==> src/rtl/rsa_pkg.sv <==
// Shared types and constants for the RSA key-generation datapath.
// Holds the default operand width, the lcm_32 FSM states and the counter-width helper.
package rsa_pkg;

    localparam int unsigned DefaultW = 32;

    typedef enum logic [1:0] {
        StIdle,
        StDiv,
        StMul,
        StDone
    } lcm_state_e;

    // Wide enough to count to W inclusive.
    function automatic int unsigned cnt_width(input int unsigned w);
        return $clog2(w) + 1;
    endfunction

    localparam int unsigned DefaultCntW = cnt_width(DefaultW);

endpackage

==> src/rtl/divu_seq.sv <==
// W-cycle unsigned restoring divider, one quotient bit per cycle, MSB first.
// The first step is taken from the raw inputs on the start edge; done pulses after the last step.
module divu_seq import rsa_pkg::*; #(
    parameter int unsigned W = DefaultW
) (
    input  logic         clk,
    input  logic         rst,
    input  logic         start,
    input  logic [W-1:0] dividend,
    input  logic [W-1:0] divisor,
    output logic         done,
    output logic [W-1:0] quotient,
    output logic [W-1:0] remainder
);

    localparam int unsigned CntW = cnt_width(W);

    logic [W-1:0]    quo_q, quo_d;
    logic [W-1:0]    rem_q, rem_d;
    logic [W-1:0]    dvs_q, dvs_d;
    logic [CntW-1:0] cnt_q, cnt_d;
    logic            run_q, run_d;
    logic            done_q, done_d;

    logic [W-1:0]    step_quo;
    logic [W-1:0]    step_rem;
    logic [W-1:0]    step_dvs;
    logic [W:0]      shifted;
    logic [W:0]      trial;

    always_comb begin
        step_quo = run_q ? quo_q : dividend;
        step_rem = run_q ? rem_q : '0;
        step_dvs = run_q ? dvs_q : divisor;
        shifted  = {step_rem, step_quo[W-1]};
        trial    = shifted - {1'b0, step_dvs};

        quo_d  = quo_q;
        rem_d  = rem_q;
        dvs_d  = dvs_q;
        cnt_d  = cnt_q;
        run_d  = run_q;
        done_d = 1'b0;

        if (run_q || start) begin
            // A clear top bit means the trial subtraction did not borrow.
            if (!trial[W]) begin
                rem_d = trial[W-1:0];
                quo_d = {step_quo[W-2:0], 1'b1};
            end else begin
                rem_d = shifted[W-1:0];
                quo_d = {step_quo[W-2:0], 1'b0};
            end
            dvs_d = step_dvs;
            if (run_q) begin
                cnt_d = cnt_q + CntW'(1);
                if (cnt_q == CntW'(W - 1)) begin
                    run_d  = 1'b0;
                    done_d = 1'b1;
                end
            end else begin
                cnt_d = CntW'(1);
                run_d = 1'b1;
            end
        end
    end

    always_ff @(posedge clk or posedge rst) begin
        if (rst) begin
            quo_q  <= '0;
            rem_q  <= '0;
            dvs_q  <= '0;
            cnt_q  <= '0;
            run_q  <= 1'b0;
            done_q <= 1'b0;
        end else begin
            quo_q  <= quo_d;
            rem_q  <= rem_d;
            dvs_q  <= dvs_d;
            cnt_q  <= cnt_d;
            run_q  <= run_d;
            done_q <= done_d;
        end
    end

    assign done      = done_q;
    assign quotient  = quo_q;
    assign remainder = rem_q;

endmodule

==> src/rtl/lcm_32.sv <==
// Sequential lcm = (ina / g) * inb using a W-cycle restoring divider then a W-cycle shift-add
// multiplier; zero operands and a non-dividing gcd short-circuit to result 0.
module lcm_32 import rsa_pkg::*; #(
    parameter int unsigned W = DefaultW
) (
    input  logic           clk,
    input  logic           rst,
    input  logic           start,
    input  logic [W-1:0]   ina,
    input  logic [W-1:0]   inb,
    input  logic [W-1:0]   g,
    output logic           busy,
    output logic           done,
    output logic [2*W-1:0] result,
    output logic           err
);

    localparam int unsigned CntW = cnt_width(W);

    lcm_state_e      state_q, state_d;
    logic [CntW-1:0] cnt_q, cnt_d;
    logic [W-1:0]    inb_q, inb_d;
    logic [2*W-1:0]  acc_q, acc_d;
    logic [2*W-1:0]  mcand_q, mcand_d;
    logic [W-1:0]    mplier_q, mplier_d;
    logic            flag_q, flag_d;
    logic [2*W-1:0]  result_q, result_d;
    logic            err_q, err_d;
    logic            done_q, done_d;
    logic            busy_q, busy_d;

    logic            div_start;
    logic            div_done;
    logic [W-1:0]    div_quo;
    logic [W-1:0]    div_rem;
    logic            any_zero;

    divu_seq #(
        .W (W)
    ) u_div (
        .clk       (clk),
        .rst       (rst),
        .start     (div_start),
        .dividend  (ina),
        .divisor   (g),
        .done      (div_done),
        .quotient  (div_quo),
        .remainder (div_rem)
    );

    always_comb begin
        state_d   = state_q;
        cnt_d     = cnt_q;
        inb_d     = inb_q;
        acc_d     = acc_q;
        mcand_d   = mcand_q;
        mplier_d  = mplier_q;
        flag_d    = flag_q;
        result_d  = result_q;
        err_d     = err_q;
        done_d    = 1'b0;
        busy_d    = busy_q;
        div_start = 1'b0;
        any_zero  = (ina == '0) || (inb == '0) || (g == '0);

        unique case (state_q)
            StIdle: begin
                // The done-pulse cycle still counts as part of DONE, so start is ignored there.
                if (start && !done_q) begin
                    inb_d  = inb;
                    busy_d = 1'b1;
                    cnt_d  = '0;
                    if (any_zero) begin
                        acc_d   = '0;
                        flag_d  = (g == '0) && ((ina | inb) != '0);
                        state_d = StDone;
                    end else begin
                        div_start = 1'b1;
                        flag_d    = 1'b0;
                        state_d   = StDiv;
                    end
                end
            end
            StDiv: begin
                if (div_done) begin
                    acc_d = '0;
                    if (div_rem != '0) begin
                        flag_d  = 1'b1;
                        state_d = StDone;
                    end else begin
                        mcand_d  = {{W{1'b0}}, inb_q};
                        mplier_d = div_quo;
                        cnt_d    = '0;
                        state_d  = StMul;
                    end
                end
            end
            StMul: begin
                if (mplier_q[0]) begin
                    acc_d = acc_q + mcand_q;
                end
                mcand_d  = mcand_q << 1;
                mplier_d = mplier_q >> 1;
                cnt_d    = cnt_q + CntW'(1);
                if (cnt_q == CntW'(W - 1)) begin
                    state_d = StDone;
                end
            end
            StDone: begin
                result_d = acc_q;
                err_d    = flag_q;
                done_d   = 1'b1;
                busy_d   = 1'b0;
                state_d  = StIdle;
            end
            default: begin
                state_d = StIdle;
            end
        endcase
    end

    always_ff @(posedge clk or posedge rst) begin
        if (rst) begin
            state_q  <= StIdle;
            cnt_q    <= '0;
            inb_q    <= '0;
            acc_q    <= '0;
            mcand_q  <= '0;
            mplier_q <= '0;
            flag_q   <= 1'b0;
            result_q <= '0;
            err_q    <= 1'b0;
            done_q   <= 1'b0;
            busy_q   <= 1'b0;
        end else begin
            state_q  <= state_d;
            cnt_q    <= cnt_d;
            inb_q    <= inb_d;
            acc_q    <= acc_d;
            mcand_q  <= mcand_d;
            mplier_q <= mplier_d;
            flag_q   <= flag_d;
            result_q <= result_d;
            err_q    <= err_d;
            done_q   <= done_d;
            busy_q   <= busy_d;
        end
    end

    assign busy   = busy_q;
    assign done   = done_q;
    assign result = result_q;
    assign err    = err_q;

endmodule

==> config.mk <==
export PLATFORM = sky130hd
export DESIGN_NAME = lcm_32
export DESIGN_NICKNAME = d
export VERILOG_FILES = /design/src/rtl/rsa_pkg.sv /design/src/rtl/divu_seq.sv /design/src/rtl/lcm_32.sv
export SDC_FILE = /design/constraint.sdc
export NUM_CORES = 1
export LEC_CHECK = 0
export BUFFER_PORTS_ARGS = -buffer_cell sky130_fd_sc_hd__buf_4
export CAP_MARGIN = 10
export CELL_PAD_IN_SITES_DETAIL_PLACEMENT = 2
export CELL_PAD_IN_SITES_GLOBAL_PLACEMENT = 2
export CORE_UTILIZATION = 42
export DETAILED_ROUTE_END_ITERATION = 8
export PLACE_DENSITY = 0.89
export SYNTH_ARGS = -nofsm -noshare
export SYNTH_HDL_FRONTEND = slang
export SYNTH_SLANG_ARGS = --single-unit
==> constraint.sdc <==
create_clock -name clk -period 26.2 [get_ports clk]
set_input_delay 5.24 -clock clk [delete_from_list [all_inputs] [get_ports clk]]
set_output_delay 5.24 -clock clk [all_outputs]
set_load 0.02 [all_outputs]
# --- Word level (Yosys, flattened, before mapping) ---
# Index checks and enable logic that the tools add are counted.
classes:
  add_sub_neg: 4
  eq_ne: 12
  muxes: 43
  bitwise_logic: 1
  n_reduce_logical: 23
ops:
  columns: ["cell", "count"]
  rows:
  - ["two-way mux 64 bit", 6]
  - ["two-way mux 32 bit", 6]
  - ["case mux 64 bit (3 select lines)", 1]
  - ["case mux 64 bit (2 select lines)", 1]
  - ["zero test 32 bit", 3]
  - ["adder 64 bit", 1]
  - ["case mux 32 bit (2 select lines)", 1]
  - ["nonzero test 32 bit", 2]
  - ["subtractor 33 x 32 -> 33 bit", 1]
  - ["OR 32 bit", 1]
  - ["two-way mux 6 bit", 4]
  - ["case mux 6 bit (3 select lines)", 1]
  - ["two-way mux 1 bit", 16]
  - ["adder 6 x 1 -> 6 bit, second input constant", 2]
  - ["== test 6 x 5 -> 1 bit, second input constant", 2]
  - ["inequality test 2 bit, second input constant", 6]
  - ["two-way mux 2 bit", 4]
  - ["case mux 2 bit (4 select lines)", 1]
  - ["AND reduction 4 bit", 2]
  - ["AND reduction 3 bit", 2]
  - ["nonzero test 2 bit", 3]
  - ["AND reduction 5 bit", 1]
  - ["== test 2 bit, second input constant", 2]
  - ["case mux 1 bit (2 select lines)", 2]
  - ["8 further kinds", 12]
word_totals:
  register_bits: 372
  in_bits: 99
  wordCells: 100

# --- Longest topological paths before layout ---
# Gate-level depths: netlist of the first run.
depth:
  ltp_word: 8
  ltp_mapped: 16

# --- By module ---
# From an unflattened synthesis of the first run, not the netlist that was laid out.
unflattened:
  hier_cells: 2170
  area_unflattened_um2: 21514.4
by_module_without_submodules:
  columns: ["mod", "n_inst", "cells_per_inst", "area_each_um2"]
  rows:
  - ["lcm_32", 1, 1436, 14523.9]
  - ["divu_seq", 1, 734, 6990.5]

# --- Least setup slack after synthesis of the first run ---
# OpenSTA, ideal clock, no wires.
synth_timing:
  kind: "input port to flip-flop"
  start: "input g[0]"
  end: "register u_div.rem_q[20] (netlist: u_div.remainder[20])"
  setup_ps: 126
  arrival_time_ps: 7954
  setup_slack_ps: 18120
  path_stages: 13
  path_cell_list: "mux2_2 ha_1 fa_1 nor2b_1 o31ai_1 a21oi_1 o31a_4 a31oi_4 o211ai_4 xor2_2 buf_2 o21ai_0 a221o_1"
synth_between:
  elab_chain_len: 6
synth_rtl:
  columns: ["element", "line", "rtl"]
  rows:
  - ["start: declaration", "lcm_32.sv:11", "input logic [W-1:0] g,"]
  - ["branches (longest 6 deep; another with subtractor 33 x 32 -> 33 bit)", null, null]
  - ["end signal: assignment", "divu_seq.sv:78", "rem_q <= rem_d;"]
  - ["end: declaration", "divu_seq.sv:19", "logic [W-1:0] rem_q, rem_d;"]
# Several ways; the timed one is not identified.
# A chain may end at the register's enable or synchronous reset.

# --- Worst setup path after layout of the first run ---
layout_timing:
  start: "input ina[31]"
  end: "register u_div.rem_q[21] (netlist: u_div.remainder[21])"
layout_between:
  elab_chain_len: 7
layout_rtl:
  columns: ["element", "line", "rtl"]
  rows:
  - ["start: declaration", "lcm_32.sv:9", "input logic [W-1:0] ina,"]
  - ["branches (longest 7 deep; another with subtractor 33 x 32 -> 33 bit)", null, null]
# Several ways; the timed one is not identified.

==> flow_summary.ini, run 1 <==
[outcome]
outcome = finished clean

[timing]
drv_slew = 0
fin_crit_sh_pct = 32.6
slew_headroom_pct = 23.0
period_needed_ns = 8.55
fin_worst_skew_ns = 0.0305
clock.fmax_mhz = 117
rsz0062_at_grt = false
tightest_slew_ns = 1.16
setup_viol = 0
hold_viol_final = 0
tns_ns = 0

[hold_path]
hold_depth = 2
hold_end = mplier_q[1]
worstHoldStart = mplier_q[1]
hold_path_class = flip-flop to flip-flop

[finish]
multiInputGateArea_mm2 = 0.0114
post-route-cell-area_mm2 = 0.0245
syn_to_final_growth_pct = 14.8
nets = 2555
ff_latch_area_mm2 = 0.00931
num-fill-cells = 5320
instances_no_fill = 3059
drive_gt1_share_pct = 15.1
utilization_pct = 48.9

[worst_setup_path]
slowest_delay_ns = 0.71
critPathLaunchType = input pin
crit_type = input pin to flip-flop
cp.arrival_ns = 9.06
rr_startpoint = u_div.run_q
r2r_setup_slack_ns = 20.80
cp-startpoint = ina[31]
worst_path_max_delay_cell = xnor2_4
worst-path-max-fanout = 24
cp_cell_sequence = buf_4 -> mux2i_1 -> ha_1 -> fa_1 -> nor2b_1 -> o31ai_1 -> a21oi_1 -> o31a_4 -> a31oi_4 -> o211ai_4 -> xnor2_4 -> o311ai_0 -> a21o_1 -> o221ai_1
critPathCaptureType = flip-flop
r2r.worst_path.cells = 13
r2r_end = u_div.remainder[21]
worstPathRequired_ns = 26.70

[clock_tree]
cts.repair.resized = 0
cts.htree.levels = 2
numClockSinks = 372
cts-root-buf = clkbuf_16
cts_setup_buffers = 0
cts.path.max_buffers = 3
numCtsBuffers = 44
clkLatencyLatePin_ns = 0.61
cts.clk_slew.worst_paths_ns = 0.07
cts_hold_buf = 0
cts_tree = done

[grt]
grt_max_degree = 161
grt_pass1_wl_um = 119000
grt_pass1_vias = 20900
track_usage_pct = 29.4
grt_overflow = 0
grt_antenna_before_repair = 1

[synth]
netlist-cell-type-count = 84
syn_area_per_cell_um2 = 9.47
seq_area_frac_synth_pct = 43.7
ys_ff_latch = 372
synth_flop_cell = dfrtp_1
syn_area_mm2 = 0.0213
async_flop_share_pct = 100
yosysWarnings = 0
synth-edff-count = 0
synth_cells = 2250
synth_nets = 2453

[drt]
ant_nets = 0
wl_per_cell_um = 24.6
drt_iter0_markers = 926
drt-pass1-iter-count = 5
via_per_inst = 5.97
drcViolationCount = 0
num_vias = 18300
wirelength_um = 75300

[power]
combPwrFrac_pct = 51.0
power_frac_clock_pct = 19.3
internal-power_mw = 1.72
peakVddDrop_mv = 0.0741
pwr_density_cell_mw_per_mm2 = 130
net-switching-power_mw = 1.47
p_sw_share_pct = 46.0
power.leakage_nw = 11.9
power_frac_seq_pct = 29.6

[place]
post-place-cells = 2977
place_congestion = 0.873
place.port_buffers = 165
place.detailed.hpwl_um = 50500
placed_area_mm2 = 0.0230

[floorplanning]
fp.coreArea_mm2 = 0.0501
io_pins = 166
core.rowCount = 82
start_util_pct = 42.6
die_w_um = 227
dieArea_mm2 = 0.0516
die_h_um = 227

[flow_run]
cap_violations = 0
[stage by stage]
step | total power, mW | setup slack, ns | hold slack (ns)
final | 3.19 | 17.65 | 0.485
after global routing | 3.39 | 17.50 | 0.525
after CTS | 3.20 | 17.61 | 0.491
after detailed placement | 2.53 | 17.06 | 0.475
after global placement | 2.39 | 17.16 | 0.458
after floorplan | 2.06 | 10.63 | 0.445
[cell families after synthesis]
family / synth area share [%]
buffers and inverters: 3.20
muxes: 9.89
AOI/OAI and AO/OA: 18.7
DFF: 43.7
xor gates and xnor gates: 3.74
and+or+nand+nor: 14.6
adders and majority gates: 6.18
[routing by layer]
| metal | track usage [%] | vias to the layer above | routed length, um |
|---|---|---|---|
| li1 | - | 8257 | - |
| met1 | 34.4 | 9473 | 30700 |
| met2 | 53.8 | 377 | 39400 |
| met3 | 4.54 | 164 | 2660 |
| met4 | 10.8 | 0 | 2480 |
| met5 | 0 | - | 0 |
[layout make-up]
cell class | count | area share, %
inverters | 35 | 0.568
flip-flops and latches | 372 | 38.1
repair buffers | 179 | 5.59
clock buffers | 62 | 5.14
well taps | 672 | 3.44
clock inverters | 18 | 0.670
diodes | 1 | 0.0102
multi-input cells | 1720 | 46.5
[cells in the mapped netlist, drive strengths merged, types with 4 or more instances]
master	n	area, um2
nand2	405	1520
dfrtp	372	9310
o21ai	221	1110
a21oi	144	724
mux2i	134	1340
nor2	104	390
ha	102	1280
clkbuf	86	324
mux2	68	766
xnor2	54	492
a21o	51	383
a22o	43	377
and2	42	263
buf	36	216
inv	35	131
nor4	35	225
xor2	34	305
a31oi	26	190
nand4	24	150
nand3	23	115
o31ai	23	178
nor3	18	95.1
and3	14	87.6
o211ai	13	116
o21bai	13	97.6
a32oi	9	78.8
nand2b	9	56.3
o21a	9	67.6
a22oi	8	60.1
nor2b	8	50.1
a211oi	7	52.6
a21boi	6	48.8
a221o	6	60.1
a221oi	5	43.8
a31o	5	43.8
o221ai	5	50.0
a211o	4	35.0
o31a	4	52.6
or2	4	25.0
or3	4	30.0
[state kept, by name (all words and copies together) (netlist names), 2 cells and up]
register         cells
acc_q               64
u_div.cnt_q          6
u_div.quotient      32
inb_q               32
u_div.dvs_q         32
cnt_q                6
mcand_q             64
result              64
state_q              2
mplier_q            32
u_div.remainder     32
[worst max path at each step]
| stage | endpoint | slack (ns) | depth (start not counted) |
|---|---|---|---|
| floorplan | acc_q[0] | 10.63 | 1 |
| global route | u_div.remainder[21] | 17.50 | 14 |
| detailed placement | acc_q[57] | 17.06 | 10 |
| CTS | acc_q[57] | 17.61 | 10 |
| global placement | acc_q[57] | 17.16 | 10 |
| finish | u_div.remainder[21] | 17.65 | 14 |
[cell usage in the layout (no fill, tap or decap), types with 5 or more instances in the layout]
cell type	instances
dfrtp_1	371
mux2_2	68
nor2_1	101
nor2b_1	8
a221o_1	6
a21oi_1	143
nor3_1	17
a221oi_1	5
a31o_2	5
nand2b_1	9
a31oi_1	23
nor4_1	34
buf_4	177
nand2_1	402
nand4_1	24
clkinv_2	11
a32oi_1	9
o21a_1	9
inv_1	33
o21bai_1	13
and2_1	42
xor2_1	33
clkbuf_16	44
o31ai_1	22
clkbuf_1	9
a211oi_1	7
xnor2_1	53
o211ai_1	11
a22oi_1	8
and3_1	14
nand3_1	23
o21ai_1	10
mux2i_1	134
o21ai_0	210
a21boi_0	5
a21o_1	51
clkbuf_8	9
a22o_1	43
ha_1	100
[critical path: cells and delay by family]
family | cells | cell delay (ns)
compound gates | 8 | 2.03
mux | 1 | 0.35
simple gates | 1 | 0.08
fa+ha+maj | 2 | 0.51
xor+xnor | 1 | 0.71
buf+inv | 1 | 0.13
[power by group through the flow]
stage	clock [mW]	combinational [mW]	sequential, mW
global route	0.650	1.78	0.963
CTS	0.630	1.63	0.944
finish	0.618	1.63	0.945
global placement	0	1.46	0.925
detailed placement	0	1.58	0.946
floorplan	0	1.18	0.876
Note: power is estimated with default switching activity, not from simulation.
==> inputs of run 2 (changes only) <==
--- a/config.mk
+++ b/config.mk
@@ -9,9 +9,9 @@
 export CAP_MARGIN = 10
 export CELL_PAD_IN_SITES_DETAIL_PLACEMENT = 2
 export CELL_PAD_IN_SITES_GLOBAL_PLACEMENT = 2
-export CORE_UTILIZATION = 42
+export CORE_UTILIZATION = 35
 export DETAILED_ROUTE_END_ITERATION = 8
-export PLACE_DENSITY = 0.89
+export PLACE_DENSITY = 0.8
 export SYNTH_ARGS = -nofsm -noshare
 export SYNTH_HDL_FRONTEND = slang
 export SYNTH_SLANG_ARGS = --single-unit
==> constraint.sdc (replaced) <==
create_clock -name clk -period 7 [get_ports clk]
set_input_delay 1.4 -clock clk [delete_from_list [all_inputs] [get_ports clk]]
set_output_delay 1.4 -clock clk [all_outputs]
set_load 0.02 [all_outputs]
==> flow_summary.ini, run 2 (synthesis results as in run 1) <==
[outcome]
outcome = finished clean

[place]
post-place-cells = 3089
place_congestion = 0.897
place.port_buffers = 165
place.detailed.hpwl_um = 48500

[power]
pwr_density_cell_mw_per_mm2 = 481
power.leakage_nw = 11.9
peakVddDrop_mv = 0.348

[timing]
fin_crit_sh_pct = 77.1
drv_slew = 0
holdWs_ns = 0.481
slew_headroom_pct = 19.1
clock.fmax_mhz = 185
period_needed_ns = 5.39
setup_viol = 0
fin_worst_skew_ns = 0.0440
tns_ns = 0
rsz0062_at_grt = false
hold_viol_final = 0
tightest_slew_ns = 1.21

[floorplanning]
die_h_um = 249
dieArea_mm2 = 0.0619
fp.coreArea_mm2 = 0.0602
io_pins = 166
start_util_pct = 35.4
die_w_um = 249
core.rowCount = 90

[worst_setup_path]
cp_cell_sequence = buf_4 -> mux2i_1 -> ha_1 -> a211o_1 -> a221o_1 -> o31a_4 -> a31oi_4 -> o211ai_4 -> xnor2_4 -> o311ai_0 -> a21o_1 -> o221ai_1
cp.arrival_ns = 5.89
worst-path-buf-inv = 1
critPathCaptureType = flip-flop
worst-path-max-fanout = 87
critPathLaunchType = flip-flop
slowest_delay_ns = 1.02
worstPathRequired_ns = 7.50
crit_type = flip-flop to flip-flop
cp_top_family = compound AO/OA/AOI/OAI gates
worst_path_max_delay_cell = dfrtp_4

[drt]
wirelength_um = 68500
drcViolationCount = 0
ant_nets = 0
wl_per_cell_um = 21.6
num_vias = 17800
drt-pass1-iter-count = 4
drt_iter0_markers = 659
via_per_inst = 5.60

[finish]
diodes = 0
drive_gt1_share_pct = 15.0
layout_commonest_cell = nand2_1
syn_to_final_growth_pct = 15.9
instances_no_fill = 3172
final_cell_mix = 402 x nand2_1, 371 x dfrtp_1, 210 x o21ai_0
nets = 2560

[clock_tree]
numClockSinks = 372
cts_setup_buffers = 0
cts.htree.levels = 2
cts_hold_buf = 0
clkLatencyLatePin_ns = 0.62
cts.clk_slew.worst_paths_ns = 0.05
cts.repair.resized = 0
numCtsBuffers = 47
cts-root-buf = clkbuf_16
cts.path.max_buffers = 3
cts_tree = done

[flow_run]
cap_violations = 0

[grt]
grt_pass1_wl_um = 111000
grt_pass1_vias = 19900
track_usage_pct = 22.2
grt_antenna_before_repair = 0
grt_overflow = 0
grt_max_degree = 155

[hold_path]
hold_path_class = flip-flop to flip-flop
## run 2: cell types whose count changed in the layout (fill, tap and decap cells not counted)
cell	change
bufinv_16	+1
clkinvlp_4	-1
clkbuf_16	+3
clkbuf_1	+5
clkinv_2	-6
buf_4	+1
clkbuf_8	+1
inv_8	-1
buf_2	+1
diode_2	-1
clkinv_8	-1
inv_6	+1
## run 2: where the power goes
group / switching, mW / internal (mW) / leakage, nW / total [mW]
Sequential: 0.631 / 2.86 / 4.85 / 3.49
Combinational: 3.69 / 2.26 / 6.31 / 5.95
Clock: 0.986 / 1.45 / 0.743 / 2.43
Total: 5.31 / 6.57 / 11.9 / 11.9
## run 2: final cells by class
cell class / instances / area, um2
Clock buffer: 71 / 1370
Sequential cell: 372 / 9310
Fill cell: 6445 / 35500
Multi-Input combinational cell: 1720 / 11400
Timing Repair Buffer: 181 / 1380
Tap cell: 782 / 978
Clock inverter: 11 / 141
Inverter: 35 / 135
## run 2: path summary, 6_finish.rpt
path                             startpoint                  end  slack, ns  depth (start not counted)
worst max-delay path            u_div.run_q  u_div.remainder[21]       1.61                         12
worst max register to register  u_div.run_q  u_div.remainder[21]       1.61                         12
worst min register to register     inb_q[4]             inb_q[4]       0.48                          2
worst min-delay path               inb_q[4]             inb_q[4]       0.48                          2
max in group asynchronous               rst           result[26]       4.61                          3
min in group asynchronous               rst            result[5]       0.97                          2
## run 2: worst register-to-register path, stage by stage (launching register included)
cell and delay [ns]:
dfrtp_4 1.02, buf_4 0.71, mux2i_1 0.37, ha_1 0.33, a211o_1 0.34, a221o_1 0.36
o31a_4 0.32, a31oi_4 0.21, o211ai_4 0.14, xnor2_4 0.74, o311ai_0 0.42, a21o_1 0.26
o221ai_1 0.07
## run 2: through the flow
stage               util [%]  worst slack (ns)  power [mW]  area [um2]
detailed placement      38.5              1.40        9.44       23200
finish                  41.0              1.61        11.9       24700
global route            41.0              1.23        12.7       24700
floorplan                  -             0.606        7.69       21300
global placement        38.5              1.58        8.99       23200
CTS                     41.0              1.61        12.0       24700
## run 2: layer usage
| layer | up-vias | global-route usage (%) | share of wire [%] |
|---|---|---|---|
| met4 | 0 | 7.05 | 2.6 |
| met5 | - | 0 | 0 |
| met3 | 108 | 2.89 | 2.8 |
| met2 | 241 | 39.0 | 50 |
| li1 | 8282 | - | - |
| met1 | 9136 | 28.2 | 45 |
==> inputs of run 3 (changes only) <==
--- a/config.mk
+++ b/config.mk
@@ -9,9 +9,9 @@
 export CAP_MARGIN = 10
 export CELL_PAD_IN_SITES_DETAIL_PLACEMENT = 2
 export CELL_PAD_IN_SITES_GLOBAL_PLACEMENT = 2
-export CORE_UTILIZATION = 35
+export CORE_UTILIZATION = 39
 export DETAILED_ROUTE_END_ITERATION = 8
-export PLACE_DENSITY = 0.8
+export PLACE_DENSITY = 0.84
 export SYNTH_ARGS = -nofsm -noshare
 export SYNTH_HDL_FRONTEND = slang
 export SYNTH_SLANG_ARGS = --single-unit
==> constraint.sdc (replaced) <==
create_clock -name clk -period 5.7 [get_ports clk]
set_input_delay 1.14 -clock clk [delete_from_list [all_inputs] [get_ports clk]]
set_output_delay 1.14 -clock clk [all_outputs]
set_load 0.02 [all_outputs]
==> flow_summary.ini, run 3 (synthesis results as in run 1) <==
[outcome]
outcome = finished clean

[timing]
rsz0062_at_grt = false
period_needed_ns = 4.50
slew_headroom_pct = 32.9
setup_viol = 0
clock.fmax_mhz = 222
fin_crit_sh_pct = 79.0
tightest_slew_ns = 1.01
fin_worst_skew_ns = 0.0377
hold_viol_final = 0
drv_slew = 0

[clock_tree]
numClockSinks = 372
cts.path.max_buffers = 3
cts.clk_slew.worst_paths_ns = 0.05
cts-root-buf = clkbuf_16
cts_setup_buffers = 0
clkLatencyLatePin_ns = 0.59
numCtsBuffers = 44
cts.repair.resized = 0
cts.htree.levels = 2
cts_tree = done
cts_hold_buf = 0

[grt]
grt_pass1_vias = 20600
grt_max_degree = 107
grt_overflow = 0
grt_antenna_before_repair = 0
track_usage_pct = 25.5
grt_pass1_wl_um = 114000

[drt]
via_per_inst = 5.83
wl_per_cell_um = 22.8
num_vias = 18000
drt-pass1-iter-count = 5
ant_nets = 0
drt_iter0_markers = 753
drcViolationCount = 0
wirelength_um = 70500

[worst_setup_path]
critPathLaunchType = flip-flop
rr_startpoint = u_div.run_q
r2r_setup_slack_ns = 1.20
worstPathRequired_ns = 6.20
worst-path-max-fanout = 53
cp-endpoint = u_div.remainder[29]
cp.arrival_ns = 5.01
critPathCaptureType = flip-flop
cp-startpoint = u_div.run_q
r2r.worst_path.cells = 14
crit_type = flip-flop to flip-flop
r2r_end = u_div.remainder[29]

[place]
place.port_buffers = 165
place_congestion = 0.878
place.detailed.hpwl_um = 49900
placed_area_mm2 = 0.0232

[floorplanning]
fp.coreArea_mm2 = 0.0539
core.rowCount = 85
dieArea_mm2 = 0.0556
die_h_um = 236
die_w_um = 236
start_util_pct = 39.5
io_pins = 166

[finish]
diodes = 0
drive_gt1_share_pct = 15.4
post-route-cell-area_mm2 = 0.0247
final_cell_mix = 402 x nand2_1, 371 x dfrtp_1, 210 x o21ai_0
layout_commonest_cell = nand2_1
syn_to_final_growth_pct = 15.9
num-fill-cells = 5704
nets = 2565

[power]
peakVddDrop_mv = 0.266
pwr_density_cell_mw_per_mm2 = 604
power.leakage_nw = 12.0
fin_total_pwr_mw = 14.9

[hold_path]
hold_path_class = flip-flop to flip-flop
hold_depth = 2

[flow_run]
cap_violations = 0
## run 3: cell count changes in the layout (fill, tap and decap cells not counted), moves of 2 or more
cell       change
buf_4          +6
clkbuf_1       -4
buf_12         +3
clkinv_2       +3
bufinv_16      +2
clkbuf_16      -2
## run 3: worst min-delay path by stage
stage                             from      endpoint  slack, ns
after CTS                     inb_q[6]      inb_q[6]       0.49
after floorplan              inb_q[10]     inb_q[10]       0.44
final                     mplier_q[11]  mplier_q[11]       0.48
after global routing          inb_q[6]      inb_q[6]       0.50
after global placement       inb_q[21]     inb_q[21]       0.46
after detailed placement      inb_q[6]      inb_q[6]       0.47
## run 3: power by group
part           total, mW  switching [mW]  internal (mW)  leakage (nW)
clock network       2.97            1.18           1.79         0.742
registers           4.36           0.814           3.55          4.85
logic               7.59            4.70           2.88          6.37
## run 3: metal layers
layer	GRT usage [%]	wire length [um]
met4	8.93	2150
met5	0	0
met1	30.9	30000
met2	46.3	36300
met3	3.26	2010
## run 3: layout make-up
class	count	area, um2	share of cell area [%]
clock buffers	64	1290	5.22
clock inverters	16	215	0.872
inverters	35	135	0.547
multi-input cells	1720	11400	46.1
flip-flops and latches	372	9310	37.7
well taps	696	871	3.53
repair buffers	189	1480	6.00
## run 3: stage by stage
stage          setup WS (ns)  hold WS (ns)  TNS [ns]  cells  utilization, %
3_5_place_dp           0.904         0.472         0   3012            43.0
2_1_floorplan         -0.434         0.445   -161.50   2250               -
3_3_place_gp            1.04         0.462         0   3012            43.0
6_report                1.20         0.484         0   3092            45.8
4_1_cts                 1.14         0.488         0   3092            45.8
5_1_grt                0.954         0.498         0   3092            45.8
## run 3: critical path, stage by stage (launching register included)
cell and delay (ns):
dfrtp_4 0.95, mux2i_1 0.48, ha_1 0.28, fa_1 0.24, nor2b_1 0.08, o31ai_1 0.31
a21oi_1 0.17, o31a_4 0.42, a31oi_4 0.21, o211ai_4 0.14, xor2_2 0.18, buf_4 0.22
or3_1 0.40, a21oi_1 0.21, a211o_1 0.13
